### src/rtl/cpu_pkg.sv
// ---------------------------------------------------------------------------
// cpu_pkg
// Shared definitions for the 8-bit microprocessor datapath: address and page
// field widths, the program-counter reset vector and the action encoding
// used by the PC sequencer's priority encoder.
// No ports (package).
// ---------------------------------------------------------------------------
package cpu_pkg;

    localparam int ADDR_W = 8;
    localparam int PAGE_W = 3;
    localparam int OFFS_W = 5;

    localparam logic [ADDR_W-1:0] PC_RESET = 8'h00;

    typedef enum logic [2:0] {
        PC_HOLD,
        PC_INC,
        PC_JMP,
        PC_CALL,
        PC_RET
    } pcAction_e;

endpackage

### src/rtl/pc_return_stack.sv
// ---------------------------------------------------------------------------
// pc_return_stack
// Small LIFO of return addresses for subroutine call/return.
// Ports:
//   clk      in   system clock, rising edge
//   rst      in   synchronous active-high reset (clears the pointer only)
//   push     in   write pushData on top (ignored when full)
//   pop      in   discard top entry (ignored when empty, wins over push)
//   pushData in   8-bit return address to store
//   top      out  most recently pushed entry (0 while empty)
//   full     out  STACK_DEPTH entries held
//   empty    out  no entries held
// Parameter STACK_DEPTH: number of entries, 2..8.
// ---------------------------------------------------------------------------
module pc_return_stack
    import cpu_pkg::*;
#(
    parameter int STACK_DEPTH = 4
) (
    input  logic              clk,
    input  logic              rst,
    input  logic              push,
    input  logic              pop,
    input  logic [ADDR_W-1:0] pushData,
    output logic [ADDR_W-1:0] top,
    output logic              full,
    output logic              empty
);

    localparam int PTR_W = $clog2(STACK_DEPTH + 1);
    localparam int IDX_W = $clog2(STACK_DEPTH);

    logic [PTR_W-1:0]  sp;
    logic [ADDR_W-1:0] mem [STACK_DEPTH];
    logic [IDX_W-1:0]  topIdx;

    // The pointer counts held entries; a pop has priority so a simultaneous
    // request can never both write and release the same slot.
    always_ff @(posedge clk) begin
        if (rst) begin
            sp <= '0;
        end else if (pop && !empty) begin
            sp <= sp - PTR_W'(1);
        end else if (push && !full) begin
            sp <= sp + PTR_W'(1);
        end
    end

    // Storage is deliberately left unreset; the pointer alone defines which
    // entries are meaningful.
    always_ff @(posedge clk) begin
        if (!rst && push && !pop && !full) begin
            mem[sp[IDX_W-1:0]] <= pushData;
        end
    end

    // When sp equals a power-of-two depth its low bits are zero, so the
    // modular decrement still lands on the last slot.
    assign topIdx = sp[IDX_W-1:0] - IDX_W'(1);
    assign top    = empty ? PC_RESET : mem[topIdx];
    assign full   = (sp == PTR_W'(STACK_DEPTH));
    assign empty  = (sp == '0);

endmodule

### src/rtl/pc_sequencer.sv
// ---------------------------------------------------------------------------
// pc_sequencer
// Program-counter sequencer. Holds the 8-bit PC, exports its page bits to
// the jump-address concatenation logic and applies one action per enabled
// cycle with priority ret > call > jmp > increment.
// Ports:
//   clk         in   system clock, rising edge
//   rst         in   synchronous active-high reset
//   en          in   advance enable; 0 holds everything
//   jmp         in   load PC from target
//   call        in   push PC+1 and load PC from target
//   ret         in   pop return address into PC
//   target      in   8-bit jump target {page[7:5], offset[4:0]}
//   pc          out  current program counter (registered)
//   page        out  pc[7:5]
//   stack_full  out  return stack holds STACK_DEPTH entries
//   stack_empty out  return stack holds no entries
//   stack_err   out  sticky overflow/underflow, cleared only by rst
// Parameter STACK_DEPTH: return stack entries, 2..8.
// Build option: define PC_STACK_EN to build the return stack; without it
// call acts as jmp, ret acts as increment and the flags are constant 0/1/0.
// ---------------------------------------------------------------------------
module pc_sequencer
    import cpu_pkg::*;
#(
    parameter int STACK_DEPTH = 4
) (
    input  logic              clk,
    input  logic              rst,
    input  logic              en,
    input  logic              jmp,
    input  logic              call,
    input  logic              ret,
    input  logic [ADDR_W-1:0] target,
    output logic [ADDR_W-1:0] pc,
    output logic [PAGE_W-1:0] page,
    output logic              stack_full,
    output logic              stack_empty,
    output logic              stack_err
);

    if (STACK_DEPTH < 2 || STACK_DEPTH > 8) begin : gBadDepth
        $error("pc_sequencer: STACK_DEPTH must be within 2..8");
    end

    logic [ADDR_W-1:0] pcReg;
    logic [ADDR_W-1:0] pcPlusOne;
    pcAction_e         action;

    assign pcPlusOne = pcReg + ADDR_W'(1);

    // Priority encoder: exactly one action per enabled cycle. Without the
    // return stack a ret still outranks call/jmp but degrades to increment.
    always_comb begin
        action = PC_HOLD;
        if (en) begin
`ifdef PC_STACK_EN
            if (ret)       action = PC_RET;
            else if (call) action = PC_CALL;
            else if (jmp)  action = PC_JMP;
            else           action = PC_INC;
`else
            if (ret)               action = PC_INC;
            else if (call || jmp)  action = PC_JMP;
            else                   action = PC_INC;
`endif
        end
    end

`ifdef PC_STACK_EN
    logic              stackPush;
    logic              stackPop;
    logic [ADDR_W-1:0] stackTop;
    logic              stackFull;
    logic              stackEmpty;
    logic              stackErr;

    assign stackPush = (action == PC_CALL) && !stackFull;
    assign stackPop  = (action == PC_RET)  && !stackEmpty;

    pc_return_stack #(
        .STACK_DEPTH(STACK_DEPTH)
    ) uStack (
        .clk      (clk),
        .rst      (rst),
        .push     (stackPush),
        .pop      (stackPop),
        .pushData (pcPlusOne),
        .top      (stackTop),
        .full     (stackFull),
        .empty    (stackEmpty)
    );

    // PC register and sticky error; a refused call or ret leaves pc alone.
    always_ff @(posedge clk) begin
        if (rst) begin
            pcReg    <= PC_RESET;
            stackErr <= 1'b0;
        end else begin
            case (action)
                PC_INC:  pcReg <= pcPlusOne;
                PC_JMP:  pcReg <= target;
                PC_CALL: begin
                    if (stackFull) stackErr <= 1'b1;
                    else           pcReg    <= target;
                end
                PC_RET: begin
                    if (stackEmpty) stackErr <= 1'b1;
                    else            pcReg    <= stackTop;
                end
                default: pcReg <= pcReg;
            endcase
        end
    end

    assign stack_full  = stackFull;
    assign stack_empty = stackEmpty;
    assign stack_err   = stackErr;
`else
    // Stackless build: only increment and jump ever reach the register.
    always_ff @(posedge clk) begin
        if (rst) begin
            pcReg <= PC_RESET;
        end else begin
            case (action)
                PC_INC:  pcReg <= pcPlusOne;
                PC_JMP:  pcReg <= target;
                default: pcReg <= pcReg;
            endcase
        end
    end

    assign stack_full  = 1'b0;
    assign stack_empty = 1'b1;
    assign stack_err   = 1'b0;
`endif

    assign pc   = pcReg;
    assign page = pcReg[ADDR_W-1:ADDR_W-PAGE_W];

endmodule

### config.mk
export PLATFORM = sky130hd
export DESIGN_NAME = pc_sequencer
export DESIGN_NICKNAME = d
export VERILOG_FILES = /design/src/rtl/cpu_pkg.sv /design/src/rtl/pc_return_stack.sv /design/src/rtl/pc_sequencer.sv
export SDC_FILE = /design/constraint.sdc
export NUM_CORES = 1
export LEC_CHECK = 0
export ABC_CLOCK_PERIOD_IN_PS = 4300
export CAP_MARGIN = 20
export CORE_MARGIN = 2
export CORE_UTILIZATION = 42
export DETAILED_ROUTE_END_ITERATION = 10
export PLACE_DENSITY_LB_ADDON = 0.1
export SLEW_MARGIN = 5
export SYNTH_ARGS = -nofsm -noshare
export SYNTH_HDL_FRONTEND = slang
export SYNTH_SLANG_ARGS = --single-unit
export TNS_END_PERCENT = 30
### constraint.sdc
create_clock -name clk -period 4.3 [get_ports clk]
set_input_delay 1.29 -clock clk [delete_from_list [all_inputs] [get_ports clk]]
set_output_delay 1.29 -clock clk [all_outputs]
set_load 0.005 [all_outputs]
==> results.sh, run 1 <==
export IMPL_grt_ovfl_total=0
export IMPL_ys_ff_latch=8
export IMPL_dp_cells=107
export IMPL_grt_pass1_wl_mm=2.19
export IMPL_end_kind="register"
export IMPL_post_cts_buffers=0
export IMPL_hold_ws_ns=0.584
export IMPL_area_growth_pct=36.8
export IMPL_synth_async_reset_ratio=0
export IMPL_pwr_share_comb=0.275
export IMPL_grt_pass1_vias=510
export IMPL_insertion_delay_ns=0.25
export IMPL_dieWidth_um=41.7
export IMPL_maxSlewViolCount=0
export IMPL_p_per_area_nw_per_um2=246
export IMPL_vdd_ir_drop_max_v=0.000172
export IMPL_cp_cell_sequence="clkdlybuf4s50_1 > o21bai_1 > nand2_1 > ha_1 > or3_1 > or3_1 > a31oi_1"
export IMPL_seq_area_frac_synth=0.268
export IMPL_skew_ns=0.00730
export IMPL_root_buffer="clkbuf_4"
export IMPL_fin_area_sq_um=818
export IMPL_gp_congestion=0.779
export IMPL_period_needed_ns=3.14
export IMPL_synth_edf_count=0
export IMPL_rsz0062_at_grt="no"
export IMPL_initial_utilization=0.454
export IMPL_p_sw_frac=0.281
export IMPL_status="complete, no violations"
export IMPL_yosysWarnings=0
export IMPL_die_area_sq_um=1740
export IMPL_pwr_share_clk=0.292
export IMPL_cts_tree="done"
export IMPL_first_pass_iters=4
export IMPL_critPathBufInv=1
export IMPL_layout_commonest_cell="clkdlybuf4s50_1"
export IMPL_grt_usage=0.161
export IMPL_ys_flop_type="dfxtp_1"
export IMPL_grt_max_degree=22
export IMPL_drt_iter0_markers=7
export IMPL_layout_drive_gt1_share=0.0421
export IMPL_hold_viol=0
export IMPL_drt_total_wl_mm=1.36
export IMPL_clockBufferDepth=2
export IMPL_hold_path_class="register to register"
export IMPL_relSlewSlack=0.563
export IMPL_largest_register_ffs=8
export IMPL_cap_violations=0
export IMPL_crit_fanout=14
export IMPL_crit_path_frequent_cell="or3_1"
export IMPL_syn_inst=77
export IMPL_port_buffers=24
export IMPL_fin_tns_setup_ns=0
export IMPL_ant_nets=0
export IMPL_rows=13
export IMPL_p_leak_nw=0.291
export IMPL_start_kind="input pin"
export IMPL_die_h_um=41.7
export IMPL_antenna_cells=0
export IMPL_synth_distinct_cells=36
export IMPL_cts_sinks=8
export IMPL_intPower_uw=145
export IMPL_cts_buffers=3
export IMPL_crit_arrival_ns=3.32
export IMPL_vias_per_cell=5.65
export IMPL_finalCritPeriodShare=0.730
export IMPL_cts_clk_slew_worst_paths_ns=0.06
export IMPL_crit_family="simple AND/OR/NAND/NOR gates"
export IMPL_max_freq_mhz=319
export IMPL_p_switching_uw=56.6
export IMPL_cts_repair_resized=0
export IMPL_avgSynthCellArea_sq_um=7.77
export IMPL_avgRoutedWirePerCell_um=12.3
export IMPL_cpMaxStageDelayCell="ha_1"
export IMPL_antenna_found_initial=0
export IMPL_cpPeakStageDelay_ns=0.47
export IMPL_place_area_sq_um=796
export IMPL_dr_total_vias=621
export IMPL_nets=113
export IMPL_seq_power_share=0.434
export IMPL_pin_count=28
export IMPL_required_ns=4.48
export IMPL_stdcell_count=110
export IMPL_cts_hold_buf=0
export IMPL_layout_common_cells="clkdlybuf4s50_1 (24), dfxtp_1 (8), nand2_1 (7), nor2_1 (6), inv_1 (4)"
export IMPL_setup_violations=0
export IMPL_coreArea_sq_um=1320
export IMPL_worstSetupPathType="input pin to register"
export IMPL_synth_cell_area_sq_um=598
export IMPL_drc_errors=0
export IMPL_ctsHtreeMaxLevel=1
export IMPL_worst_slew_pin_slew_ns=0.655
export IMPL_fin_util=0.621
export IMPL_dp_hpwl_um=992
==> final timing paths <==
| path | depth (start not counted) | slack (ns) | end | startpoint |
|---|---|---|---|---|
| worst min-delay path | 2 | 0.58 | pc[3] | pc[3] |
| worst min register to register | 2 | 0.58 | pc[3] | pc[3] |
| worst max register to register | 4 | 2.84 | pc[2] | pc[0] |
| worst max-delay path | 7 | 1.16 | pc[7] | jmp |
==> layer usage <==
metal	share of wire	vias to the layer above	routed length [um]	global-route usage
met3	0.062	0	84	0.0739
met1	0.47	283	641	0.206
met2	0.46	27	630	0.234
met4	0	0	0	0.0581
li1	-	311	-	-
met5	0	-	0	0
==> Yosys cell counts (all sizes together), types with 2 or more instances <==
cell type / number / area, sq um
a31oi: 3 / 18.8
nor2b: 2 / 12.5
o221ai: 2 / 17.5
buf: 10 / 65.1
nand2: 7 / 26.3
or3: 2 / 12.5
inv: 4 / 15.0
ha: 2 / 25.0
conb: 2 / 7.51
nand3: 3 / 15.0
dfxtp: 8 / 160
o21ai: 4 / 20.0
a21oi: 2 / 10.0
nor2: 6 / 22.5
==> cell families after synthesis <==
kind of cell               Yosys count  synth area share
DFF                                  8             0.268
other                                2            0.0126
muxes                                2            0.0356
and+or+nand+nor                     28             0.247
adders and majority gates            2            0.0418
AOI/OAI and AO/OA                   21             0.262
buffers and inverters               14             0.134
==> tightest hold or removal path, stage by stage (launching register included) <==
cell	delay [ns]
dfxtp_1	0.37
o211ai_1	0.10
o21ai_1	0.07
==> final cells by class <==
type,count,area (sq um)
tap,15,18.8
multi-input combinational,56,362
inverter,4,15.0
clock buffer,3,22.5
timing repair buffer,24,240
fill,129,499
sequential,8,160
==> power groups by stage <==
stage	Clock, mW	Sequential, mW	Combinational (mW)
after global placement	0	0.0884	0.0538
after CTS	0.0614	0.0872	0.0555
after global routing	0.0680	0.0885	0.0600
after floorplan	0	0.0877	0.0308
after detailed placement	0	0.0888	0.0552
final	0.0587	0.0873	0.0553
==> through the flow <==
stage	setup WS, ns	total power [mW]
2_1_floorplan	1.61	0.119
3_3_place_gp	0.976	0.142
3_5_place_dp	0.914	0.144
4_1_cts	1.19	0.204
5_1_grt	1.05	0.217
6_report	1.16	0.201
Power figures use the tool's default switching activity.
==> inputs of run 2 (changes only) <==
--- a/config.mk
+++ b/config.mk
@@ -5,10 +5,10 @@
 export SDC_FILE = /design/constraint.sdc
 export NUM_CORES = 1
 export LEC_CHECK = 0
-export ABC_CLOCK_PERIOD_IN_PS = 4300
+export ABC_CLOCK_PERIOD_IN_PS = 2850
 export CAP_MARGIN = 20
 export CORE_MARGIN = 2
-export CORE_UTILIZATION = 42
+export CORE_UTILIZATION = 35
 export DETAILED_ROUTE_END_ITERATION = 10
 export PLACE_DENSITY_LB_ADDON = 0.1
 export SLEW_MARGIN = 5
==> constraint.sdc (replaced) <==
create_clock -name clk -period 2.85 [get_ports clk]
set_input_delay 0.855 -clock clk [delete_from_list [all_inputs] [get_ports clk]]
set_output_delay 0.855 -clock clk [all_outputs]
set_load 0.005 [all_outputs]
==> run 2 against run 1 <==
  * Global-route usage down 0.24 points
  * Power increased by 51%
  * Non-clock buffer count increased by 4
  * Utilization fell by 7.6 points
  * Critical endpoint unchanged
  * Worst setup slack got worse by 0.78 ns
  * Sequential power up 51%
==> results.sh, run 2 (synthesized netlist as in run 1, its figures left out) <==
export IMPL_status="complete, no violations"
export IMPL_rows=14
export IMPL_required_ns=3.03
export IMPL_hold_depth=2
export IMPL_ant_nets=0
export IMPL_area_growth_pct=42.1
export IMPL_cpPeakStageDelay_ns=0.41
export IMPL_vdd_ir_drop_max_v=0.000224
export IMPL_layout_commonest_cell="clkdlybuf4s50_1"
export IMPL_timing_rr_end="pc[2]"
export IMPL_crit_path_frequent_cell="or3_1"
export IMPL_root_buffer="clkbuf_4"
export IMPL_grt_ovfl_total=0
export IMPL_p_per_area_nw_per_um2=359
export IMPL_crit_fanout=2
export IMPL_dp_hpwl_mm=1.07
export IMPL_whs_endpoint="pc[3]"
export IMPL_max_freq_mhz=405
export IMPL_cp_cell_sequence="clkdlybuf4s50_1 > o21bai_1 > nand2_1 > ha_1 > or3_1 > or3_1 > a31oi_1"
export IMPL_worstHoldStart="pc[3]"
export IMPL_hold_viol=0
export IMPL_post_cts_buffers=0
export IMPL_end_kind="register"
export IMPL_initial_utilization=0.384
export IMPL_cts_tree="done"
export IMPL_coreArea_sq_um=1560
export IMPL_period_needed_ns=2.47
export IMPL_skew_ns=0.00795
export IMPL_antenna_found_initial=0
export IMPL_worstSetupPathType="input pin to register"
export IMPL_p_leak_nw=0.311
export IMPL_avgRoutedWirePerCell_um=12.2
export IMPL_grt_pass1_vias=550
export IMPL_crit_arrival_ns=2.65
export IMPL_drt_total_wl_mm=1.40
export IMPL_drc_errors=0
export IMPL_r2r_cells=4
export IMPL_cts_hold_buf=0
export IMPL_first_pass_iters=4
export IMPL_die_h_um=45.3
export IMPL_clockBufferDepth=2
export IMPL_ctsHtreeMaxLevel=1
export IMPL_grt_max_degree=14
export IMPL_die_area_sq_um=2060
export IMPL_cpMaxStageDelayCell="clkdlybuf4s50_1"
export IMPL_insertion_delay_ns=0.25
export IMPL_drt_iter0_markers=17
export IMPL_rsz0062_at_grt="no"
export IMPL_cts_repair_resized=0
export IMPL_maxSlewViolCount=0
export IMPL_fin_util=0.545
export IMPL_cts_sinks=8
export IMPL_hold_path_class="register to register"
export IMPL_nets=117
export IMPL_layout_drive_gt1_share=0.0808
export IMPL_gp_congestion=0.801
export IMPL_antenna_cells=0
export IMPL_vias_per_cell=5.37
export IMPL_finalCritPeriodShare=0.867
export IMPL_grt_pass1_wl_mm=2.35
export IMPL_pin_count=28
export IMPL_cts_buffers=3
export IMPL_dr_total_vias=618
export IMPL_cts_clk_slew_worst_paths_ns=0.06
export IMPL_dieWidth_um=45.3
export IMPL_r2r_setup_slack_ns=1.34
export IMPL_fin_tns_setup_ns=0
export IMPL_layout_common_cells="clkdlybuf4s50_1 (24), dfxtp_1 (8), nand2_1 (7), nor2_1 (6)"
export IMPL_grt_usage=0.159
export IMPL_largest_register_ffs=8
export IMPL_setup_violations=0
export IMPL_start_kind="input pin"
export IMPL_port_buffers=24
export IMPL_timing_rr_start="pc[0]"
export IMPL_cap_violations=0
export IMPL_dp_cells=112
export IMPL_stdcell_count=115
[run 2: layout make-up]
| class | instances | area (sq um) |
|---|---|---|
| multi-input cells | 56 | 362 |
| well taps | 16 | 20.0 |
| clock buffers | 3 | 22.5 |
| flip-flops and latches | 8 | 160 |
| fillers | 151 | 709 |
| repair buffers | 28 | 270 |
| inverters | 4 | 15.0 |
[run 2: metrics by stage]
stage / power (mW) / area (sq um) / hold slack (ns) / setup WS, ns
floorplan: 0.179 / 602 / 0.533 / 0.591
global placement: 0.221 / 827 / 0.562 / 0.178
detailed placement: 0.221 / 827 / 0.559 / 0.103
CTS: 0.309 / 850 / 0.571 / 0.368
global route: 0.327 / 850 / 0.612 / 0.290
finish: 0.305 / 850 / 0.574 / 0.378
[run 2: metal layers]
layer / track usage / up-vias / wire length (um)
li1: - / 316 / -
met1: 0.199 / 282 / 669
met2: 0.243 / 18 / 645
met3: 0.0400 / 2 / 73
met4: 0.0941 / 0 / 10
met5: 0 / - / 0
[run 2: how the worst max path moves through the flow]
stage	startpoint	end	cells past startpoint
2_1_floorplan	jmp	pc[7]	6
3_3_place_gp	jmp	pc[7]	7
3_5_place_dp	jmp	pc[7]	7
4_1_cts	jmp	pc[7]	7
5_1_grt	jmp	pc[7]	7
6_report	jmp	pc[7]	7
[run 2: critical path, delay by kind of cell]
kind	cells	cell delay (ns)
buffers and inverters	1	0.41
AND/OR/NAND/NOR	3	0.75
AO/OA/AOI/OAI	2	0.34
adder cells (fa/ha/maj)	1	0.30
[run 2: where the power goes]
group | switching [mW] | internal (mW) | leakage, nW
clock | 0.0371 | 0.0481 | 0.0138
combinational | 0.0332 | 0.0540 | 0.232
sequential | 0.0127 | 0.119 | 0.0651
==> inputs of run 3 (changes only) <==
--- a/config.mk
+++ b/config.mk
@@ -11,8 +11,10 @@
 export CORE_UTILIZATION = 35
 export DETAILED_ROUTE_END_ITERATION = 10
 export PLACE_DENSITY_LB_ADDON = 0.1
+export SETUP_SLACK_MARGIN = 0.4
 export SLEW_MARGIN = 5
 export SYNTH_ARGS = -nofsm -noshare
 export SYNTH_HDL_FRONTEND = slang
+export SYNTH_HIERARCHICAL = 1
 export SYNTH_SLANG_ARGS = --single-unit
 export TNS_END_PERCENT = 30
==> run 3 against run 2 <==
  * Synthesized area is the same
  * Largest cell class unchanged
  * Utilization up 1.5 points
  * Global-route usage unchanged
  * Combinational power grew 2%
  * Clock skew barely moved
  * Clock power hardly changed
  * Sequential power barely moved
  * Synthesized cell count did not move
==> results.sh, run 3 <==
export IMPL_grt_pass1_vias=550
export IMPL_initial_utilization=0.384
export IMPL_layout_common_cells="clkdlybuf4s50_1 (20), dfxtp_1 (8), nand2_1 (7), nor2_1 (5)"
export IMPL_hold_viol=0
export IMPL_drt_total_wl_mm=1.44
export IMPL_yosysMostFrequentCell="dfxtp_1"
export IMPL_synth_async_reset_ratio=0
export IMPL_max_freq_mhz=455
export IMPL_root_buffer="clkbuf_4"
export IMPL_synth_edf_count=0
export IMPL_largest_register_ffs=8
export IMPL_dp_cells=112
export IMPL_rows=14
export IMPL_cts_sinks=8
export IMPL_crit_fanout=2
export IMPL_grt_max_degree=14
export IMPL_p_leak_nw=0.350
export IMPL_skew_ns=0.00830
export IMPL_crit_arrival_ns=2.37
export IMPL_grt_ovfl_total=0
export IMPL_timing_rr_start="pc[0]"
export IMPL_syn_inst=77
export IMPL_cts_tree="done"
export IMPL_post_cts_buffers=0
export IMPL_drc_errors=0
export IMPL_worstSetupPathType="input pin to register"
export IMPL_ys_ff_latch=8
export IMPL_layout_drive_gt1_share=0.101
export IMPL_worstHoldStart="pc[3]"
export IMPL_area_growth_pct=46.0
export IMPL_coreArea_sq_um=1560
export IMPL_ant_nets=0
export IMPL_pin_count=28
export IMPL_dp_hpwl_mm=1.07
export IMPL_grt_usage=0.159
export IMPL_port_buffers=24
export IMPL_rsz0062_at_grt="no"
export IMPL_synth_top_area_share=0.268
export IMPL_vdd_ir_drop_max_v=0.000225
export IMPL_cts_buffers=3
export IMPL_grt_pass1_wl_mm=2.35
export IMPL_setup_violations=0
export IMPL_ys_flop_type="dfxtp_1"
export IMPL_finalCritPeriodShare=0.771
export IMPL_maxSlewViolCount=0
export IMPL_synth_cell_area_sq_um=598
export IMPL_cap_violations=0
export IMPL_cp_startpoint="jmp"
export IMPL_period_needed_ns=2.20
export IMPL_synth_area_leaders="dfxtp_1 (27%), buf_4 (7.5%), nand2_1 (4.4%), ha_1 (4.2%), nor2_1 (3.8%)"
export IMPL_gp_congestion=0.801
export IMPL_avgRoutedWirePerCell_um=12.5
export IMPL_synth_top_area_cell="dfxtp_1"
export IMPL_dr_total_vias=608
export IMPL_avgSynthCellArea_sq_um=7.77
export IMPL_hold_path_class="register to register"
export IMPL_clockBufferDepth=2
export IMPL_seq_area_frac_synth=0.268
export IMPL_required_ns=3.03
export IMPL_antenna_found_initial=0
export IMPL_dieWidth_um=45.3
export IMPL_ctsHtreeMaxLevel=1
export IMPL_insertion_delay_ns=0.25
export IMPL_layout_commonest_cell="clkdlybuf4s50_1"
export IMPL_stdcell_count=115
export IMPL_first_pass_iters=4
export IMPL_fin_tns_setup_ns=0
export IMPL_cts_clk_slew_worst_paths_ns=0.06
export IMPL_vias_per_cell=5.29
export IMPL_drt_iter0_markers=17
export IMPL_p_per_area_nw_per_um2=351
export IMPL_netlist_top_cells_count="dfxtp_1 (8), nand2_1 (7), buf_4 (6), nor2_1 (6)"
export IMPL_fillers=153
export IMPL_status="complete, no violations"
export IMPL_synth_distinct_cells=36
export IMPL_cts_hold_buf=0
export IMPL_die_area_sq_um=2060
export IMPL_antenna_cells=0
export IMPL_nets=117
export IMPL_yosysWarnings=6
export IMPL_start_kind="input pin"
export IMPL_die_h_um=45.3
export IMPL_end_kind="register"
## run 3: cell count changes in the layout (fill, tap and decap cells not counted), sizes merged
cell | previous run | this run
clkdlybuf4s50 | 24 | 20
dlymetal6s2s | 0 | 4
## run 3: final timing paths
| kind | end | cells after the start | slack [ns] |
|---|---|---|---|
| max | pc[7] | 7 | 0.65 |
| min | pc[3] | 2 | 0.58 |
| min reg2reg | pc[3] | 2 | 0.58 |
| max reg2reg | pc[2] | 4 | 1.34 |
## run 3: per-layer routing
metal | vias up | wire length, um | global-route usage
li1 | 317 | - | -
met1 | 266 | 700 | 0.199
met2 | 23 | 637 | 0.243
met3 | 2 | 86 | 0.0400
met4 | 0 | 10 | 0.0941
met5 | - | 0 | 0
## run 3: worst max-delay path: stages
cell and delay [ns]:
dlymetal6s2s_1 0.15, o21bai_4 0.15, nand2_1 0.07, ha_1 0.28, or3_1 0.34, or3_1 0.37, a31oi_1 0.16
## run 3: through the flow
step | worst slack (ns) | cell area, sq um | power, mW | hold slack (ns) | util
finish | 0.653 | 873 | 0.306 | 0.581 | 0.560
global route | 0.571 | 873 | 0.329 | 0.612 | 0.560
CTS | 0.415 | 850 | 0.309 | 0.571 | 0.545
detailed placement | 0.103 | 827 | 0.221 | 0.559 | 0.530
global placement | 0.178 | 827 | 0.221 | 0.562 | 0.530
floorplan | 0.591 | 602 | 0.179 | 0.533 | -
## run 3: report_power, final
part	internal, mW	leakage [nW]	switching, mW	total (mW)
clock	0.0481	0.0138	0.0371	0.0852
sequential	0.120	0.0651	0.0128	0.132
combinational	0.0545	0.271	0.0344	0.0889
## run 3: cells by family after synthesis
logic type | synth area share
mux | 0.0356
compound gates | 0.262
flops | 0.268
buf+inv | 0.134
simple gates | 0.247
fa+ha+maj | 0.0418
other cells | 0.0126
## run 3: repair_timing
action,in CTS,in global routing
endpoints found under the setup margin,1,2
resized for setup,0,6
pin swaps,2,6
## run 3: cell type report
| type | instances | area, sq um | share of cell area |
|---|---|---|---|
| repair buffers | 28 | 280 | 0.321 |
| inverters | 4 | 15.0 | 0.0172 |
| flip-flops and latches | 8 | 160 | 0.183 |
| multi-input cells | 56 | 375 | 0.430 |
| well taps | 16 | 20.0 | 0.0229 |
| clock buffers | 3 | 22.5 | 0.0258 |
